===== src/rtl/uart_rx_pkg.sv =====
// uart_rx_pkg: state encoding, parity constants, defaults and vote helper for the UART receiver
package uart_rx_pkg;
    typedef enum logic [2:0] {
        IDLE   = 3'd0,
        START  = 3'd1,
        DATA   = 3'd2,
        PARITY = 3'd3,
        STOP   = 3'd4
    } state_t;
    localparam logic PAR_EVEN = 1'b0;
    localparam logic PAR_ODD = 1'b1;
    localparam int DEF_PRESCALE = 8;
    localparam int DEF_DATA_WIDTH = 8;
    function automatic logic majority3(input logic [2:0] s);
        return (s[0] & s[1]) | (s[0] & s[2]) | (s[1] & s[2]);
    endfunction
endpackage


===== src/rtl/uart_rx_sampler.sv =====
// uart_rx_sampler: per-bit edge counter and three-sample majority vote around mid-bit
module uart_rx_sampler import uart_rx_pkg::*; #(
    parameter int PRESCALE = DEF_PRESCALE
) (
    input  logic clk,
    input  logic rst,
    input  logic en,
    input  logic line,
    output logic sampled_bit,
    output logic bit_tick
);
    localparam int EW = $clog2(PRESCALE);
    localparam logic [EW-1:0] LAST = EW'(PRESCALE - 1);
    localparam logic [EW-1:0] S_LO = EW'(PRESCALE / 2 - 1);
    localparam logic [EW-1:0] S_MID = EW'(PRESCALE / 2);
    localparam logic [EW-1:0] S_HI = EW'(PRESCALE / 2 + 1);
    logic [EW-1:0] edge_cnt;
    logic [2:0] samples;
    always_ff @(posedge clk or posedge rst) begin
        if (rst) begin
            edge_cnt <= '0;
            samples <= '1;
        end else begin
            edge_cnt <= (en && edge_cnt != LAST) ? edge_cnt + EW'(1) : '0;
            if (en && edge_cnt == S_LO) samples[0] <= line;
            if (en && edge_cnt == S_MID) samples[1] <= line;
            if (en && edge_cnt == S_HI) samples[2] <= line;
        end
    end
    assign bit_tick = en && edge_cnt == LAST;
    assign sampled_bit = majority3(samples);
endmodule


===== src/rtl/uart_rx.sv =====
// uart_rx: oversampling UART receiver with parity and stop-bit checking
module uart_rx import uart_rx_pkg::*; #(
    parameter int DATA_WIDTH = DEF_DATA_WIDTH,
    parameter int PRESCALE = DEF_PRESCALE
) (
    input  logic                  clk,
    input  logic                  rst,
    input  logic                  RX_IN,
    input  logic                  PAR_EN,
    input  logic                  PAR_TYP,
    output logic [DATA_WIDTH-1:0] P_DATA,
    output logic                  Data_Valid,
    output logic                  par_err,
    output logic                  stp_err
);
    localparam int BW = $clog2(DATA_WIDTH);
    localparam logic [BW-1:0] BIT_LAST = BW'(DATA_WIDTH - 1);
    state_t state, state_nxt;
    logic [1:0] sync;
    logic line, sampled_bit, bit_tick;
    logic par_en_l, par_typ_l, par_mis;
    logic [BW-1:0] bit_cnt;
    logic [DATA_WIDTH-1:0] shreg;
    always_ff @(posedge clk or posedge rst) begin
        if (rst) sync <= '1;
        else sync <= {sync[0], RX_IN};
    end
    assign line = sync[1];
    uart_rx_sampler #(.PRESCALE(PRESCALE)) u_sampler (
        .clk(clk),
        .rst(rst),
        .en(state != IDLE),
        .line(line),
        .sampled_bit(sampled_bit),
        .bit_tick(bit_tick)
    );
    always_ff @(posedge clk or posedge rst) begin
        if (rst) state <= IDLE;
        else state <= state_nxt;
    end
    always_comb begin
        state_nxt = state;
        case (state)
            IDLE:    state_nxt = line ? IDLE : START;
            START:   if (bit_tick) state_nxt = sampled_bit ? IDLE : DATA;
            DATA:    if (bit_tick && bit_cnt == BIT_LAST) state_nxt = par_en_l ? PARITY : STOP;
            PARITY:  if (bit_tick) state_nxt = STOP;
            STOP:    if (bit_tick) state_nxt = line ? IDLE : START;
            default: state_nxt = IDLE;
        endcase
    end
    always_ff @(posedge clk or posedge rst) begin
        if (rst) begin
            bit_cnt <= '0;
            shreg <= '0;
            par_en_l <= 1'b0;
            par_typ_l <= PAR_EVEN;
            par_mis <= 1'b0;
            P_DATA <= '0;
            Data_Valid <= 1'b0;
            par_err <= 1'b0;
            stp_err <= 1'b0;
        end else begin
            Data_Valid <= 1'b0;
            if (state_nxt == START && state != START) begin
                par_en_l <= PAR_EN;
                par_typ_l <= PAR_TYP;
                par_mis <= 1'b0;
            end
            // a STOP->START hop keeps the flags just written; only a fresh start clears them
            if (state == IDLE && state_nxt == START) begin
                par_err <= 1'b0;
                stp_err <= 1'b0;
            end
            if (bit_tick && state == START) bit_cnt <= '0;
            if (bit_tick && state == DATA) begin
                shreg <= {sampled_bit, shreg[DATA_WIDTH-1:1]};
                bit_cnt <= (bit_cnt == BIT_LAST) ? bit_cnt : bit_cnt + BW'(1);
            end
            if (bit_tick && state == PARITY)
                par_mis <= ((^shreg) ^ (par_typ_l == PAR_ODD)) != sampled_bit;
            if (bit_tick && state == STOP) begin
                stp_err <= ~sampled_bit;
                par_err <= par_en_l & par_mis;
                if (sampled_bit && !(par_en_l && par_mis)) begin
                    P_DATA <= shreg;
                    Data_Valid <= 1'b1;
                end
            end
        end
    end
endmodule

===== config.mk =====
export PLATFORM = sky130hd
export DESIGN_NAME = uart_rx
export DESIGN_NICKNAME = d
export VERILOG_FILES = /design/src/rtl/uart_rx_pkg.sv /design/src/rtl/uart_rx_sampler.sv /design/src/rtl/uart_rx.sv
export SDC_FILE = /design/constraint.sdc
export NUM_CORES = 1
export LEC_CHECK = 0
export CORE_MARGIN = 8
export CORE_UTILIZATION = 30
export DETAILED_ROUTE_END_ITERATION = 7
export HOLD_SLACK_MARGIN = 0.03
export PLACE_DENSITY = 0.49
export SETUP_SLACK_MARGIN = 0.15
export SLEW_MARGIN = 10
export SYNTH_ARGS = -nofsm -noshare
export SYNTH_HDL_FRONTEND = slang
export SYNTH_SLANG_ARGS = --single-unit

===== constraint.sdc =====
create_clock -name clk -period 3.2 [get_ports clk]
set_input_delay 0.32 -clock clk [delete_from_list [all_inputs] [get_ports clk]]
set_output_delay 0.32 -clock clk [all_outputs]
set_load 0.01 [all_outputs]

==> flow_summary.json, run 1 <==
{
  "grt_antenna_before_repair": 0,
  "viasPerCell": 4.71,
  "status": "finished, final reports clean",
  "path_class": "flop to flop",
  "rows": 27,
  "n_antenna_cell": 0,
  "drv_slew": 0,
  "grtUsageTotal_pct": 8.17,
  "die-height_um": 92,
  "post-route-util_pct": 37.0,
  "yosysTopAreaCell": "dfrtp_1",
  "core_area_sq_um": 5540,
  "htreeDepth": 2,
  "rr_worst_depth": 7,
  "cts_tree": "yes",
  "dieArea_sq_um": 8460,
  "yosysUniqueCellTypes": 36,
  "wl_um": 3200,
  "insertion_delay_ns": 0.28,
  "maxCapViolations": 0,
  "worst-r2r-setup-slack_ns": 0.87,
  "fin_nets": 164,
  "critPathRequiredTime_ns": 3.36,
  "finalHoldViolations": 0,
  "slowest_stage": "dfrtp_1",
  "grt_pass1_wl_um": 5490,
  "hpwl_um": 2320,
  "drive_above_1_share_pct": 24.8,
  "ys.flop_type": "dfrtp_1",
  "avgSynthCellArea_sq_um": 13.0,
  "initial_core_util_pct": 31.3,
  "crit_path_end_kind": "flop",
  "ctsRootBufferMaster": "clkbuf_8",
  "synthArstFlopShare_pct": 100,
  "clockBufferDepth": 2,
  "die_w_um": 92,
  "drt_first_iter_violations": 59,
  "via_count": 1060,
  "portBuffers": 15,
  "gp_congestion": 0.811,
  "synth_edf_count": 0,
  "overflow": 0,
  "crit_path_start_kind": "flop",
  "grt_max_degree": 23,
  "seq_area_frac_synth_pct": 52.3,
  "ant_nets": 0,
  "netlist_top_cells_area": "dfrtp_1, mux2_2, dfstp_2",
  "synth_warnings": 0,
  "reg2reg_from": "u_sampler.edge_cnt[0]",
  "period_needed_ns": 2.33,
  "areaGrowthSynthToFinish_pct": 18.3,
  "ys_ff_latch": 36,
  "worstReg2RegEnd": "par_typ_l",
  "path_cells": "ha_1 > ha_1 > nor2b_1 > nand2_1 > o32ai_2 > nand3b_1 > mux2_1",
  "arrival_ns": 2.50,
  "fin_crit_sh_pct": 72.9,
  "drt-pass1-iter-count": 4,
  "cts_setup_buffers": 0,
  "ir_drop_uv": 262,
  "holdPathStages": 0,
  "cp_slowest_stage_delay_ns": 0.41,
  "cts.clk_slew.worst_paths_ns": 0.07,
  "hold_end": "sync[1]",
  "cts_sinks": 36,
  "hold_buffers": 0,
  "finalSetupViolCount": 0,
  "netlist_area_sq_um": 1730,
  "setup-tns-final_ns": 0,
  "worstMarginPinSlew_ns": 0.624,
  "fin_skew_ns": 0.00481,
  "cts_buffers": 5,
  "p_leak_uw": 0.000922,
  "fillers": 554,
  "yosysTopAreaCellShare_pct": 44.8,
  "max_slew_margin_pct": 58.2,
  "grt_pass1_vias": 1129,
  "drc": 0,
  "rsz0062_at_grt": "no",
  "hp-class": "flop to flop",
  "wire_per_inst_um": 14.2,
  "cp_max_fo": 12,
  "path_common_cell": "ha_1",
  "fmax_mhz": 428,
  "io_pins": 16,
  "power_density_nw_per_um2": 677,
  "syn_nets": 145,
  "synthCells": 133,
  "hp-start": "sync[0]",
  "cts_resized": 0
}
[cell families after synthesis]
family                   count (synthesis)  synth area share [%]
flip-flops                              36                  52.3
XOR/XNOR                                 9                  4.55
buffers and inverters                    9                  2.24
AO/OA/AOI/OAI                           17                  8.16
multiplexers                            22                  16.0
AND/OR/NAND/NOR                         32                  11.0
adder cells (fa/ha/maj)                  8                  5.70
[metal layers]
layer	vias up	routed length, um	global-route usage (%)
li1	507	-	-
met1	535	1450	9.35
met2	12	1600	13.2
met3	6	104	2.93
met4	0	48	4.03
met5	-	0	0
[registers in the layout (all words and copies together) (netlist names)]
signal              cells
sync                    2
par_err                 1
par_en_l                1
stp_err                 1
bit_cnt                 3
u_sampler.samples       3
shreg                   8
P_DATA                  8
par_typ_l               1
Data_Valid              1
par_mis                 1
state                   3
u_sampler.edge_cnt      3
[how the worst max path moves through the flow]
stage                               start         to  slack [ns]  cells past startpoint
finish              u_sampler.edge_cnt[0]  par_typ_l        0.87                      7
global route        u_sampler.edge_cnt[0]  par_typ_l        0.68                      7
CTS                 u_sampler.edge_cnt[0]  par_typ_l        0.86                      7
global placement    u_sampler.edge_cnt[0]  par_typ_l        0.94                      7
detailed placement  u_sampler.edge_cnt[0]  par_typ_l        0.88                      7
floorplan           u_sampler.edge_cnt[0]   par_en_l        1.28                      8
[layout make-up]
cell class | count | area (sq um) | area share (%)
flip-flops and latches | 36 | 907 | 44.2
repair buffers | 16 | 158 | 7.69
well taps | 72 | 90.1 | 4.39
inverters | 5 | 18.8 | 0.915
clock buffers | 8 | 90.1 | 4.39
multi-input cells | 88 | 787 | 38.4
[worst max-delay path: cells and delay by family (launching register included)]
family | cells | cell delay, ns
flip-flops | 1 | 0.41
AND/OR/NAND/NOR | 3 | 0.64
multiplexers | 1 | 0.34
AO/OA/AOI/OAI | 1 | 0.25
adder cells (fa/ha/maj) | 2 | 0.57
[power breakdown]
part           total [uW]  switching [uW]  internal, uW
clock                 324             148           175
combinational         395             186           209
sequential            670             110           561
[placed cells by master, fill, tap and decap left out, types with 6 or more instances in the layout]
cell type | synthesis | final
clkbuf_8 | 0 | 6
clkdlybuf4s50_1 | 0 | 15
dfrtp_1 | 31 | 31
ha_1 | 7 | 7
mux2_2 | 12 | 12
mux2_4 | 8 | 8
nand2_1 | 7 | 7
xnor2_1 | 7 | 7
[synthesized netlist by cell type, drive strengths merged, types with 2 or more instances]
| cell type | n |
|---|---|
| nand3 | 3 |
| xor2 | 2 |
| nand2b | 2 |
| nand2 | 8 |
| dfstp | 5 |
| nor2b | 3 |
| mux2 | 22 |
| o32ai | 2 |
| or3 | 3 |
| dfrtp | 31 |
| a22o | 5 |
| nor3b | 2 |
| nor3 | 5 |
| ha | 7 |
| buf | 4 |
| inv | 5 |
| o21ai | 4 |
| o22ai | 2 |
| nor2 | 2 |
| xnor2 | 7 |
[stage by stage]
step / total power [uW] / hold WS, ns / instance area, sq um / setup slack [ns] / cells
floorplan: 987 / 0.324 / 1730 / 1.28 / 133
global placement: 1060 / 0.347 / 1960 / 0.940 / 217
detailed placement: 1080 / 0.356 / 1960 / 0.884 / 217
CTS: 1410 / 0.366 / 2050 / 0.864 / 225
global route: 1490 / 0.371 / 2050 / 0.683 / 225
finish: 1390 / 0.365 / 2050 / 0.866 / 225
No activity file was read; power rests on OpenSTA's default activity.
==> run 2: changes to the inputs <==
- clock period: 3.2 -> 2.33 ns (I/O delays scaled with it)
==> flow_summary.json, run 2 (same netlist as run 1, synthesis figures left out) <==
{
  "slowest_stage": "dfrtp_1",
  "hold_buffers": 0,
  "rr_worst_depth": 7,
  "arrival_ns": 2.20,
  "pwr-share-comb_pct": 30.1,
  "worstReg2RegEnd": "par_typ_l",
  "overflow": 0,
  "grt_max_degree": 37,
  "htreeDepth": 2,
  "dieArea_sq_um": 8460,
  "holdWs_ns": 0.346,
  "cp_slowest_stage_delay_ns": 0.39,
  "rsz0062_at_grt": "no",
  "hp-class": "input port to async pin",
  "drt-pass1-iter-count": 4,
  "top_regs": "P_DATA x8, shreg x8",
  "grt_pass1_wl_um": 5530,
  "io_pins": 16,
  "maxCapViolations": 0,
  "p_leak_uw": 0.000927,
  "seqPwrFrac_pct": 47.9,
  "die-height_um": 92,
  "cts_tree": "yes",
  "fmax_mhz": 490,
  "cts.clk_slew.worst_paths_ns": 0.07,
  "power_switching_uw": 622,
  "reg2reg_from": "bit_cnt[0]",
  "areaGrowthSynthToFinish_pct": 20.0,
  "fillers": 547,
  "cts_buffers": 5,
  "drive_above_1_share_pct": 27.7,
  "finalHoldViolations": 0,
  "drc": 0,
  "status": "finished, final reports clean",
  "grt_antenna_before_repair": 0,
  "critPathRequiredTime_ns": 2.49,
  "n_antenna_cell": 0,
  "rows": 27,
  "wl_um": 3210,
  "worstMarginPinSlew_ns": 0.502,
  "internal_power_uw": 1290,
  "core_area_sq_um": 5540,
  "max_slew_margin_pct": 66.5,
  "insertion_delay_ns": 0.29,
  "via_count": 1064,
  "final_common_cell": "dfrtp_1",
  "portBuffers": 15,
  "cp_max_fo": 4,
  "setup-tns-final_ns": 0,
  "clockBufferDepth": 2,
  "ir_drop_uv": 312,
  "path_cells": "ha_1 > ha_1 > nor2b_1 > nor3_1 > or3_1 > nand3b_1 > mux2_1",
  "worst-r2r-setup-slack_ns": 0.29,
  "die_w_um": 92,
  "finalSetupViolCount": 0,
  "power_density_nw_per_um2": 920,
  "path_class": "flop to flop",
  "drv_slew": 0,
  "fin_skew_ns": 0.00835,
  "fin_crit_sh_pct": 87.5,
  "final_cell_mix": "dfrtp_1, clkdlybuf4s50_1, mux2_2, mux2_4",
  "drt_first_iter_violations": 51,
  "grt_pass1_vias": 1104,
  "ant_nets": 0,
  "wire_per_inst_um": 14.1,
  "initial_core_util_pct": 31.3,
  "pwr-share-clk_pct": 21.9,
  "gp_congestion": 0.818,
  "cts_sinks": 36,
  "path_common_cell": "ha_1",
  "ctsRootBufferMaster": "clkbuf_8",
  "grtUsageTotal_pct": 8.20,
  "crit_path_start_kind": "flop",
  "crit_path_end_kind": "flop",
  "fin_nets": 166,
  "p_sw_share_pct": 32.5,
  "period_needed_ns": 2.04,
  "hpwl_um": 2260,
  "viasPerCell": 4.69
}
## run 2: power groups by stage
stage | clock network (uW) | logic (uW) | registers (uW)
after CTS | 437 | 556 | 919
final | 419 | 576 | 917
after global placement | 0 | 533 | 921
after global routing | 469 | 663 | 942
after floorplan | 0 | 494 | 862
after detailed placement | 0 | 551 | 931
## run 2: layout make-up
class	count	area (sq um)	area share, %
flip-flops and latches	36	907	43.6
multi-input cells	88	810	38.9
repair buffers	18	173	8.30
well taps	72	90.1	4.33
clock buffers	7	76.3	3.67
inverters	5	18.8	0.903
clock inverters	1	5.00	0.241
## run 2: worst max-delay path by stage
| stage | to | slack [ns] | start | cells after the start |
|---|---|---|---|---|
| 2_1_floorplan | par_en_l | 0.41 | u_sampler.edge_cnt[0] | 8 |
| 3_3_place_gp | par_en_l | 0.14 | u_sampler.edge_cnt[0] | 7 |
| 3_5_place_dp | par_en_l | 0.06 | u_sampler.edge_cnt[0] | 7 |
| 4_1_cts | par_en_l | 0.16 | u_sampler.edge_cnt[0] | 7 |
| 5_1_grt | par_en_l | 0.18 | bit_cnt[0] | 7 |
| 6_report | par_typ_l | 0.29 | bit_cnt[0] | 7 |
## run 2: metrics by stage
stage	setup WS (ns)	utilization [%]	std cells	total power (uW)	cell area, sq um
final	0.291	37.5	227	1910	2080
after global routing	0.181	37.5	227	2070	2080
after CTS	0.161	37.1	226	1910	2050
after detailed placement	0.0575	35.5	218	1480	1970
after global placement	0.138	35.5	218	1450	1970
after floorplan	0.405	-	133	1360	1730
## run 2: timing repair
action / in CTS / in global routing
gates cloned: 0 / 0
buffers inserted: 0 / 1
gates resized for setup: 2 / 3
endpoints found under the setup margin: 10 / 10
pin swaps: 0 / 0
## run 2: routing by layer
metal	share of wire, %	GRT usage (%)
met5	0	0
met4	1.4	3.09
met3	4.3	3.34
met2	52	13.1
met1	43	9.63
## run 2: critical path, delay by kind of cell, from the launching register on
family,cells,cell delay (ns)
DFF,1,0.39
and+or+nand+nor,4,0.83
adders and majority gates,2,0.37
muxes,1,0.34
==> run 3: changes to the inputs <==
- CAP_MARGIN: not set -> 20
==> results of run 3 <==
No change in the layout: final DEF, timing and power equal those of run 2.
